==> src/rtl/fum_pkg.sv <==
// Shared constants and types for the FUM 16-bit core front end.
package fum_pkg;

   localparam int PC_W    = 8;
   localparam int INSTR_W = 16;
   localparam int PC_STEP = 2;
   localparam logic [PC_W-1:0]    RESET_PC  = 8'h00;
   localparam logic [INSTR_W-1:0] NOP_INSTR = 16'h0000;

   typedef enum logic [1:0] {IDLE, REQ, HOLD, DISCARD} fetch_state_t;

   typedef struct packed {
      logic               valid;
      logic [INSTR_W-1:0] ir;
      logic [PC_W-1:0]    pc;
      logic [PC_W-1:0]    pc_next;
   } if_id_t;

   localparam if_id_t IF_ID_EMPTY = '{valid: 1'b0, ir: NOP_INSTR, pc: '0, pc_next: '0};

   function automatic logic [PC_W-1:0] pc_inc(input logic [PC_W-1:0] pc);
      return pc + PC_W'(PC_STEP);
   endfunction

   // A bubble keeps the pc fields so decode still sees where the hole sits.
   function automatic if_id_t bubble(input if_id_t cur);
      if_id_t b;
      b       = cur;
      b.valid = 1'b0;
      b.ir    = NOP_INSTR;
      return b;
   endfunction

endpackage

==> src/rtl/fum_if_skid.sv <==
// One-entry holding register for an IF/ID bundle; load wins over drain,
// clear wins over both.
module fum_if_skid
   import fum_pkg::*;
(
   input  logic   clk,
   input  logic   rst,
   input  logic   load,
   input  logic   drain,
   input  logic   clear,
   input  if_id_t din,
   output if_id_t dout
);

   always_ff @(posedge clk) begin
      if (rst || clear) begin
         dout <= IF_ID_EMPTY;
      end else if (load) begin
         dout <= din;
      end else if (drain) begin
         dout.valid <= 1'b0;
      end
   end

endmodule

==> src/rtl/fum_fetch_stage.sv <==
// Instruction-fetch stage: owns the PC, runs the imem request/ack handshake
// and produces the IF/ID register for decode.
//
// state   | meaning
// IDLE    | first cycle after reset, launches the first request
// REQ     | request idle (issue next cycle) or outstanding on the bus
// HOLD    | fetched word parked in the skid while decode stalls
// DISCARD | redirected while a request was in flight; drop its data
module fum_fetch_stage
   import fum_pkg::*;
(
   input  logic               clk,
   input  logic               rst,
   output logic               imem_req,
   output logic [PC_W-1:0]    imem_addr,
   input  logic [INSTR_W-1:0] imem_rdata,
   input  logic               imem_ack,
   input  logic               stall_i,
   input  logic               redirect_valid,
   input  logic [PC_W-1:0]    redirect_pc,
   output logic               if_id_valid,
   output logic [INSTR_W-1:0] if_id_ir,
   output logic [PC_W-1:0]    if_id_pc,
   output logic [PC_W-1:0]    if_id_pc_next
);

   fetch_state_t    state;
   logic [PC_W-1:0] pc;
   if_id_t          if_id;
   if_id_t          skid_q;
   if_id_t          fetched;
   logic            ack;
   logic            skid_load;
   logic            skid_drain;

   // An ack without a live request is a protocol error and is ignored.
   assign ack     = imem_ack && imem_req;
   assign fetched = '{valid: 1'b1, ir: imem_rdata, pc: pc, pc_next: pc_inc(pc)};

   assign skid_load  = !rst && !redirect_valid && (state == REQ)  && ack && stall_i;
   assign skid_drain = !rst && !redirect_valid && (state == HOLD) && !stall_i;

   fum_if_skid u_skid (
      .clk   (clk),
      .rst   (rst),
      .load  (skid_load),
      .drain (skid_drain),
      .clear (redirect_valid),
      .din   (fetched),
      .dout  (skid_q)
   );

   always_ff @(posedge clk) begin
      if (rst) begin
         state     <= IDLE;
         pc        <= RESET_PC;
         imem_req  <= 1'b0;
         imem_addr <= RESET_PC;
         if_id     <= IF_ID_EMPTY;
      end else if (redirect_valid) begin
         if_id <= bubble(if_id);
         pc    <= redirect_pc & ~PC_W'(1);
         case (state)
            REQ: begin
               if (imem_req && !ack) begin
                  state <= DISCARD;
               end else begin
                  imem_req <= 1'b0;
               end
            end
            DISCARD: begin
               if (ack) begin
                  state    <= REQ;
                  imem_req <= 1'b0;
               end
            end
            default: begin
               state    <= REQ;
               imem_req <= 1'b0;
            end
         endcase
      end else begin
         case (state)
            IDLE: begin
               state     <= REQ;
               imem_req  <= 1'b1;
               imem_addr <= pc;
            end
            REQ: begin
               if (!imem_req) begin
                  imem_req  <= 1'b1;
                  imem_addr <= pc;
                  if (!stall_i) if_id <= bubble(if_id);
               end else if (ack) begin
                  pc       <= pc_inc(pc);
                  imem_req <= 1'b0;
                  if (!stall_i) begin
                     if_id <= fetched;
                  end else begin
                     state <= HOLD;
                  end
               end else if (!stall_i) begin
                  if_id <= bubble(if_id);
               end
            end
            HOLD: begin
               if (!stall_i) begin
                  if_id <= skid_q;
                  state <= REQ;
               end
            end
            DISCARD: begin
               if (ack) begin
                  state    <= REQ;
                  imem_req <= 1'b0;
               end
            end
            default: state <= IDLE;
         endcase
      end
   end

   assign if_id_valid   = if_id.valid;
   assign if_id_ir      = if_id.ir;
   assign if_id_pc      = if_id.pc;
   assign if_id_pc_next = if_id.pc_next;

   ack_needs_req: assert property (@(posedge clk) disable iff (rst) imem_ack |-> imem_req);

endmodule
==> config.mk <==
export PLATFORM = sky130hd
export DESIGN_NAME = fum_fetch_stage
export DESIGN_NICKNAME = d
export VERILOG_FILES = /design/src/rtl/fum_pkg.sv /design/src/rtl/fum_if_skid.sv /design/src/rtl/fum_fetch_stage.sv
export SDC_FILE = /design/constraint.sdc
export NUM_CORES = 1
export LEC_CHECK = 0
export CORE_ASPECT_RATIO = 0.7
export CORE_MARGIN = 4
export CORE_UTILIZATION = 46
export DETAILED_ROUTE_END_ITERATION = 7
export GPL_TIMING_DRIVEN = 0
export PLACE_DENSITY = 0.83
export SYNTH_ARGS = -nofsm -noshare
export SYNTH_HDL_FRONTEND = slang
export SYNTH_SLANG_ARGS = --single-unit
export TNS_END_PERCENT = 1
==> constraint.sdc <==
create_clock -name clk -period 1.78 [get_ports clk]
set_clock_uncertainty 0.2 [all_clocks]
set_input_delay 0.356 -clock clk [delete_from_list [all_inputs] [get_ports clk]]
set_output_delay 0.356 -clock clk [all_outputs]
set_load 0.05 [all_outputs]
==> results of run 1 <==
==> layer usage <==
| metal | vias to the layer above | track usage (%) |
|---|---|---|
| met5 | - | 0 |
| met4 | 0 | 5.41 |
| met3 | 17 | 7.03 |
| met2 | 136 | 30.1 |
| met1 | 1490 | 28.5 |
| li1 | 1463 | - |
==> state kept, by name, summed over array words and instances, names as in the netlist <==
signal,count
imem_addr,7
state,2
pc,7
if_id_valid,1
if_id_pc,7
if_id_pc_next,7
if_id_ir,16
u_skid.dout,31
imem_req,1
==> where the power goes <==
part | internal (mW) | switching, mW | total (mW)
registers | 1.81 | 0.0413 | 1.85
clock network | 0.623 | 0.639 | 1.26
logic | 0.335 | 0.434 | 0.769
==> per-stage QoR <==
step / cell area, um2 / worst slack (ns) / power (mW) / hold slack (ns) / cells
after global placement: 4160 / -0.227 / 2.49 / 0.236 / 513
after global routing: 4580 / -0.152 / 4.03 / 0.229 / 534
after detailed placement: 4160 / -0.268 / 2.51 / 0.234 / 513
after CTS: 4380 / -0.182 / 3.74 / 0.178 / 528
final: 4580 / -0.0919 / 3.88 / 0.195 / 534
after floorplan: 3420 / -0.00970 / 2.32 / 0.223 / 357
==> path summary, 6_finish.rpt <==
check                                       to  slack, ns  cells after the start
worst max-delay path               if_id_pc[2]      -0.09                      7
worst min-delay path                  state[0]       0.19                      2
worst max register to register     if_id_pc[2]      -0.09                      7
worst min register to register  u_skid.dout[6]       0.25                      2
==> area by class of cell <==
cell class,instances,area (um2)
fill,559,2360
inverter,7,31.3
timing repair buffer,71,549
clock buffer,9,124
buffer,35,243
multi-input combinational,235,1870
tap,94,118
clock inverter,4,48.8
sequential,79,1600
==> Yosys cell counts, types with 2 or more instances <==
| library cell | number |
|---|---|
| a311oi_1 | 5 |
| nand2b_1 | 3 |
| o311a_1 | 2 |
| o21a_1 | 4 |
| a22oi_1 | 21 |
| a2bb2oi_1 | 16 |
| o21ai_0 | 8 |
| xnor2_1 | 6 |
| nor3b_1 | 5 |
| nand3_1 | 5 |
| nor3_1 | 7 |
| nor2b_1 | 2 |
| clkbuf_1 | 17 |
| mux2i_1 | 11 |
| a211oi_1 | 14 |
| a21oi_1 | 10 |
| or3_1 | 2 |
| ha_1 | 6 |
| inv_1 | 7 |
| nand2_1 | 10 |
| nand4_1 | 2 |
| buf_2 | 13 |
| nor4bb_1 | 2 |
| a22o_1 | 27 |
| dfxtp_1 | 79 |
| buf_4 | 4 |
| nor2_1 | 50 |
==> placed cells by master, fill, tap and decap left out, drive strengths merged, types with 11 or more instances in the layout <==
| cell | n |
|---|---|
| buf | 31 |
| a22oi | 21 |
| mux2i | 11 |
| nor2 | 50 |
| a2bb2oi | 16 |
| a211oi | 15 |
| dfxtp | 79 |
| a22o | 27 |
| a21oi | 11 |
| clkdlybuf4s50 | 23 |
| clkbuf | 51 |
==> logic make-up after synthesis <==
family,Yosys count
compound gates,116
simple gates,92
flops,79
buf+inv,43
mux,11
xor+xnor,7
fa+ha+maj,6
other cells,1
==> repair_timing <==
action	4_1_cts	5_1_grt
gates resized for setup	90	109
buffers inserted	2	6
cloned	0	1
pin swaps	6	24
setup endpoints to repair	104	97
==> worst max-delay path, cell delays in order (launching register included) <==
cell      delay (ns)
dfxtp_4         0.39
inv_4           0.05
ha_4            0.16
buf_6           0.12
buf_2           0.19
clkbuf_4        0.22
a21oi_1         0.29
a211oi_2        0.11
==> impl_metrics.toml, run 1 <==
[cells_and_area]
nets = 473
finish.utilization_pct = 66.0
drive_above_1_share_pct = 31.1
area_delta_synth_final_pct = 36.0
num_antenna_cells = 0

[drt]
detail_route.wl_per_cell_um = 17.5
wl_met3_um = 730
vias = 3106
drt.antenna.violating_nets = 0
met1_length_um = 4260
met2WireLength_um = 4210
routed_wl_um = 9320
drtIter0Drc = 180
via_per_inst = 5.82
top_layer_used = "met4"
drt-pass1-iter-count = 5
drc_errors = 0

[logic_synthesis]
synth_top_cell_area_share_pct = 46.9
synth_compound_area_share_pct = 26.9
synth_enable_flop_cells = 0
netlist_top_cells_area = "dfxtp_1 47%, a22o_1 7.0%, nor2_1 5.6%"
synthFlopType = "dfxtp_1"
synth_xor_area_share_pct = 1.82
ys_warn_count = 0
synth_top_family_by_area = "compound AO/OA/AOI/OAI gates"
async_flop_share_pct = 0
syn_inst = 355
synthAdderAreaFrac_pct = 2.23
synth_top_area_cell = "dfxtp_1"
synth_seq_area_share_pct = 46.9
synthMuxAreaShare_pct = 3.27
syn_avg_cell_area_um2 = 9.49
synth_seq_cells = 79
synthSimpleGateAreaFrac_pct = 12.8
synth.distinct_cells = 44
netlist_area_mm2 = 0.00337

[setup_path]
crit_fanout = 10
crit_arrival_ns = 1.89
crit_type = "reg -> reg"
rr_startpoint = "state[0]"
crit_required_ns = 1.80
worstSetupStartpointType = "flop"
startpoint = "state[0]"
cp-end-kind = "flop"

[sta]
finalCriticalPeriod_ns = 1.87
setup-violations-final = 29
post-route-period-util_pct = 105
clock.fmax_ghz = 0.534
relSlewSlack_pct = 60.7
maxSlewViolCount = 0
hold_violations = 0
setup_tns_ns = -0.989
rsz0062_at_grt = "yes"
fin_ws_ns = -0.0919
tightest_slew_ns = 0.589

[global_routing]
grt_overflow_total = 0
track_usage_pct = 20.5
grt_max_degree = 13
grt_pass1_vias = 2865
grt_pass1_wl_um = 14100
antenna_found_initial = 0

[clocking]
root_buffer = "clkbuf_8"
cts_tree = "built"
cts_buffer_depth = 2
cts_hold_buf = 0
insertion_delay_ns = 0.36
clk_pin_slew_ns = 0.07
ctsHtreeMaxLevel = 3
cts_num_sinks = 79
cts_buffers = 9

[floorplanning]
die-area_mm2 = 0.00878
rows = 25
dieWidth_um = 110
io_pins = 71
core_area_mm2 = 0.00694
initial_core_util_pct = 48.5
dieHeight_um = 79.6

[hold_path]
min_from = "rst"
hp-class = "in -> reg"

[status]
outcome = "complete, but fails checks"
failed_checks = "setup timing"

[placed_design]
dpl.hpwl_um = 6010
place_congestion = 0.866
io_buffers = 62

[pwr]
p_per_area_mw_per_mm2 = 847
leakage_nw = 1.67
ir_drop_uv = 394

[job]
maxCapViolations = 0
(Power assumes the default switching activity.)
==> run 2, diff against run 1 <==
--- a/config.mk
+++ b/config.mk
@@ -7,11 +7,12 @@
 export LEC_CHECK = 0
 export CORE_ASPECT_RATIO = 0.7
 export CORE_MARGIN = 4
-export CORE_UTILIZATION = 46
+export CORE_UTILIZATION = 47
 export DETAILED_ROUTE_END_ITERATION = 7
 export GPL_TIMING_DRIVEN = 0
 export PLACE_DENSITY = 0.83
 export SYNTH_ARGS = -nofsm -noshare
 export SYNTH_HDL_FRONTEND = slang
+export SYNTH_HIERARCHICAL = 1
 export SYNTH_SLANG_ARGS = --single-unit
 export TNS_END_PERCENT = 1
==> run 2 against run 1 <==
The flow still finishes with violations (setup timing). Largest cell class unchanged. Synthesized cell count grew 12%. Power up 22%. Count of clock-buffer cells in the layout grew 4. Via count rose by 13%. Cell count up 10%. Non-clock buffer count rose by 4. Flip-flop and latch count increased by 4. Worst hold slack better by 0.034 ns. Synthesized area rose by 12%. Register-to-register slack got worse by 0.03 ns. Critical endpoint is now if_id_ir[7].
==> impl_metrics.toml, run 2 <==
[floorplanning]
dieHeight_um = 82.8
rows = 26
core_area_mm2 = 0.00755
io_pins = 71
dieWidth_um = 115
initial_core_util_pct = 49.8
die-area_mm2 = 0.00952

[logic_synthesis]
synth_seq_cells = 83
netlist_area_mm2 = 0.00376
syn_avg_cell_area_um2 = 9.50
netlist_top_cells_area = "dfxtp_1 44%, mux2i_1 11%, nor2_1 7.9%"
ys_warn_count = 6
synth_seq_area_share_pct = 44.2
synthFlopType = "dfxtp_1"
yosysMostFrequentCell = "dfxtp_1"
synth_top_area_cell = "dfxtp_1"
async_flop_share_pct = 0
synth_top_cell_area_share_pct = 44.2
synth_common_cells = "83 x dfxtp_1, 79 x nor2_1, 42 x mux2i_1"
synth.distinct_cells = 56
syn_inst = 396
synth_enable_flop_cells = 0

[drt]
drt.antenna.violating_nets = 0
routed_wl_um = 11700
vias = 3508
via_per_inst = 5.95
drc_errors = 0
drt-pass1-iter-count = 5
detail_route.wl_per_cell_um = 19.8
drtIter0Drc = 289

[cells_and_area]
nets = 522
finish.utilization_pct = 70.4
drive_above_1_share_pct = 24.6
layout_common_cells = "79 x nor2_1, 76 x dfxtp_1, 41 x mux2i_1"
layoutNonFillerInstCount = 590
largest_register = "u_skid/dout"
fillCellCount = 544
fin_area_mm2 = 0.00531
largest_register_ff_count = 33
num_antenna_cells = 0
mostFrequentLayoutCell = "nor2_1"
area_delta_synth_final_pct = 41.3

[pwr]
leakage_nw = 1.91
ir_drop_uv = 467
totalPowerFinal_mw = 4.73
p_per_area_mw_per_mm2 = 891

[sta]
hold_slack_ns = 0.229
finalCriticalPeriod_ns = 1.90
setup_tns_ns = -2.51
tightest_slew_ns = 0.640
maxSlewViolCount = 0
fin_ws_ns = -0.123
setup-violations-final = 47
hold_violations = 0
clock.fmax_ghz = 0.526
post-route-period-util_pct = 107
rsz0062_at_grt = "yes"
relSlewSlack_pct = 57.4

[placed_design]
place_congestion = 0.866
dp.cells = 563
place_area_mm2 = 0.00462
io_buffers = 67
dp_slack_ns = -0.848
dpl.hpwl_um = 7240

[global_routing]
grt_max_degree = 14
grt_overflow_total = 0
antenna_found_initial = 0
grt_pass1_vias = 3472
grt_pass1_wl_um = 17200
track_usage_pct = 22.8

[setup_path]
worstSetupStartpointType = "flop"
crit_fanout = 10
cp-end-kind = "flop"
crit_required_ns = 1.80
crit_arrival_ns = 1.93
crit_type = "reg -> reg"
rrSetupSlack_ns = -0.12

[clocking]
clk_pin_slew_ns = 0.06
cts_buffer_depth = 2
ctsHtreeMaxLevel = 3
insertion_delay_ns = 0.34
root_buffer = "clkbuf_16"
cts_buffers = 9
cts_hold_buf = 0
cts_num_sinks = 83
cts_tree = "built"

[job]
maxCapViolations = 0

[status]
outcome = "complete, but fails checks"
failed_checks = "setup timing"

[hold_path]
hp-class = "in -> reg"
-- run 2: metal layers --
layer | share of wire, % | track usage, % | wire length (um)
met1 | 43 | 29.7 | 5080
met2 | 48 | 36.0 | 5620
met3 | 6.9 | 6.32 | 812
met4 | 1.6 | 8.21 | 188
met5 | 0 | 0 | 0
-- run 2: final timing paths --
kind                    start               end  cells past startpoint
max reg2reg          state[1]       if_id_ir[7]                      7
min            redirect_valid             pc[1]                      3
min reg2reg  if_id_pc_next[0]  if_id_pc_next[0]                      2
max                  state[1]       if_id_ir[7]                      7
-- run 2: repair_timing --
| action | in CTS | in global routing |
|---|---|---|
| pin swaps | 7 | 16 |
| endpoints found under the setup margin | 123 | 103 |
| setup buffers | 5 | 7 |
| gates cloned | 1 | 0 |
| gates resized for setup | 88 | 71 |
-- run 2: where the power goes --
part           internal, mW  total, mW  leakage (nW)  switching [mW]
Sequential             1.90       1.95         0.675          0.0543
Combinational         0.311      0.742          1.07           0.431
Clock                  1.31       2.04         0.160           0.726
-- run 2: final cells by class --
cell class	instances	area (um2)	share of cell area (%)
Buffer	30	256	4.83
Clock buffer	13	260	4.90
Clock inverter	3	68.8	1.30
Inverter	7	33.8	0.636
Multi-Input combinational cell	276	2130	40.1
Sequential cell	83	1680	31.6
Tap cell	98	123	2.31
Timing Repair Buffer	80	762	14.3
-- run 2: kinds of logic (layout without fill, tap and decap cells) --
logic type / after synthesis / in the layout / share of synthesized area [%]
AO/OA/AOI/OAI: 81 / 81 / 17.3
XOR/XNOR: 9 / 9 / 2.10
adder cells (fa/ha/maj): 6 / 6 / 2.00
buffers and inverters: 39 / 133 / 5.32
flip-flops: 83 / 83 / 44.2
multiplexers: 42 / 42 / 11.2
other: 2 / 4 / 0.200
AND/OR/NAND/NOR: 134 / 134 / 17.8
-- run 2: critical path, cell delays in order, from the launching register on --
cell       delay [ns]
dfxtp_4          0.40
inv_4            0.06
ha_4             0.19
buf_4            0.15
o22ai_4          0.34
buf_6            0.22
a2bb2oi_1        0.19
nor2_1           0.06
==> run 3, diff against run 2 <==
--- a/config.mk
+++ b/config.mk
@@ -7,10 +7,10 @@
 export LEC_CHECK = 0
 export CORE_ASPECT_RATIO = 0.7
 export CORE_MARGIN = 4
-export CORE_UTILIZATION = 47
+export CORE_UTILIZATION = 55
 export DETAILED_ROUTE_END_ITERATION = 7
 export GPL_TIMING_DRIVEN = 0
-export PLACE_DENSITY = 0.83
+export PLACE_DENSITY = 0.91
 export SYNTH_ARGS = -nofsm -noshare
 export SYNTH_HDL_FRONTEND = slang
 export SYNTH_HIERARCHICAL = 1
==> constraint.sdc (replaced) <==
create_clock -name clk -period 2.4 [get_ports clk]
set_clock_uncertainty 0.2 [all_clocks]
set_input_delay 0.48 -clock clk [delete_from_list [all_inputs] [get_ports clk]]
set_output_delay 0.48 -clock clk [all_outputs]
set_load 0.05 [all_outputs]
==> run 3 against run 2 <==
The flow now finishes without violations. Flip-flop and latch count unchanged. Wire length is 10% lower. Setup slack improved by 0.21 ns. Critical endpoint is now u_skid/dout[1]. Final area down 10%. Largest cell class unchanged. Critical path type is now in -> reg. Non-clock buffer count is 12 lower. Cell count down 3.2%. Global-route usage increased by 3.0 points.
==> impl_metrics.toml, run 3 (synthesis gave the netlist of run 2 again) <==
[sta]
rsz0062_at_grt = "no"
tightest_slew_ns = 0.642
hold_violations = 0
setup-violations-final = 0
finalCriticalPeriod_ns = 2.32
clock.fmax_ghz = 0.432
maxSlewViolCount = 0
post-route-period-util_pct = 96.5
fin_ws_ns = 0.0832
relSlewSlack_pct = 57.2
setup_tns_ns = 0

[global_routing]
track_usage_pct = 25.8
grt_max_degree = 15
grt_pass1_vias = 3313
grt_overflow_total = 0
grt_pass1_wl_um = 17000
antenna_found_initial = 0

[setup_path]
rr_worst_depth = 7
cp_slowest_cell = "clkdlybuf4s50_1"
worstSetupStartpointType = "input pin"
path_delay_family = "buffers and inverters"
cp-end-kind = "flop"
path_buf_inv = 4
crit_type = "in -> reg"
cpPeakStageDelay_ns = 0.42
crit_chain = "clkdlybuf4s50_1 > clkbuf_2 > or2_4 > nor3_2 > buf_6 > buf_4 > mux2i_1 > nor2_1"
crit_required_ns = 2.44
path_depth = 8
crit_fanout = 10
crit_arrival_ns = 2.36

[cells_and_area]
mostFrequentLayoutCell = "dfxtp_1"
largest_register_ff_count = 33
layout_common_cells = "83 x dfxtp_1, 79 x nor2_1, 66 x clkdlybuf4s50_1"
largest_register = "u_skid/dout"
area_delta_synth_final_pct = 27.1
nets = 510
num_antenna_cells = 0
drive_above_1_share_pct = 12.5

[job]
maxCapViolations = 0

[floorplanning]
core_area_mm2 = 0.00643
initial_core_util_pct = 58.5
rows = 24
io_pins = 71
dieWidth_um = 107
die-area_mm2 = 0.00825
dieHeight_um = 77.2

[clocking]
clk_pin_slew_ns = 0.09
cts_tree = "built"
ctsHtreeMaxLevel = 3
cts_buffer_depth = 2
root_buffer = "clkbuf_8"
insertion_delay_ns = 0.37
cts_buffers = 9
cts_num_sinks = 83
cts_setup_buffers = 0

[pwr]
p_per_area_mw_per_mm2 = 634
ir_drop_uv = 493
leakage_nw = 1.61

[status]
outcome = "finished clean"

[drt]
via_per_inst = 5.94
drc_errors = 0
drt-pass1-iter-count = 5
detail_route.wl_per_cell_um = 18.5
drt.antenna.violating_nets = 0
drtIter0Drc = 222
vias = 3391
routed_wl_um = 10500

[placed_design]
dp_slack_ns = -0.573
io_buffers = 67
place_congestion = 0.919
dpl.hpwl_um = 7280

[hold_path]
min_delay_path_depth = 2
hp-class = "reg -> reg"
[run 3: cell types whose count changed in the layout (fill, tap and decap cells not counted), moves of 7 or more]
| cell | previous run | this run |
|---|---|---|
| a22oi_1 | 8 | 16 |
| a22oi_2 | 8 | 0 |
| clkbuf_16 | 9 | 0 |
| clkdlybuf4s15_1 | 23 | 0 |
| clkdlybuf4s50_1 | 23 | 66 |
| dfxtp_1 | 76 | 83 |
| dlygate4sd2_1 | 14 | 0 |
[run 3: worst min-delay path, stage by stage (launching register included)]
cell     delay (ns)
dfxtp_1        0.32
nand2_1        0.05
a21oi_1        0.05
[run 3: through the flow]
stage | hold WS (ns) | std cells | utilization (%) | area, um2 | power (mW)
floorplan | 0.261 | 398 | - | 3770 | 1.78
global placement | 0.243 | 556 | 70.9 | 4550 | 1.92
CTS | 0.258 | 571 | 74.2 | 4770 | 3.01
finish | 0.257 | 571 | 74.4 | 4780 | 3.03
detailed placement | 0.248 | 556 | 70.9 | 4550 | 1.94
global route | 0.276 | 571 | 74.4 | 4780 | 3.13
[run 3: cell type report]
cell class                      instances  area [um2]
Buffer                                 31         171
Clock buffer                           10         128
Clock inverter                          6        88.8
Fill cell                             488        1650
Inverter                                7        26.3
Multi-Input combinational cell        276        1920
Sequential cell                        83        1660
Tap cell                               91         114
Timing Repair Buffer                   67         673
[run 3: path summary, 6_finish.rpt]
check / start / endpoint / slack, ns
max reg2reg: state[0] / if_id_ir[7] / 0.15
min: if_id_pc[0] / if_id_pc[0] / 0.26
max: rst / u_skid/dout[1] / 0.08
min reg2reg: if_id_pc[0] / if_id_pc[0] / 0.26
[run 3: timing repair]
item | 4_1_cts | 5_1_grt
gates resized for setup | 1 | 5
setup endpoints to repair | 30 | 24
hold buffers | 0 | 0
pin swaps | 0 | 0
[run 3: routing by layer]
metal | GRT usage [%] | up-vias | wire, um
met5 | 0 | - | 0
met4 | 7.92 | 0 | 218
met3 | 8.14 | 24 | 1040
met2 | 38.9 | 187 | 4690
met1 | 35.2 | 1623 | 4590
li1 | - | 1557 | -
[run 3: power by group]
part           total (mW)  internal [mW]  switching [mW]
Clock                1.11          0.588           0.519
Combinational       0.484          0.197           0.287
Sequential           1.44           1.40          0.0337
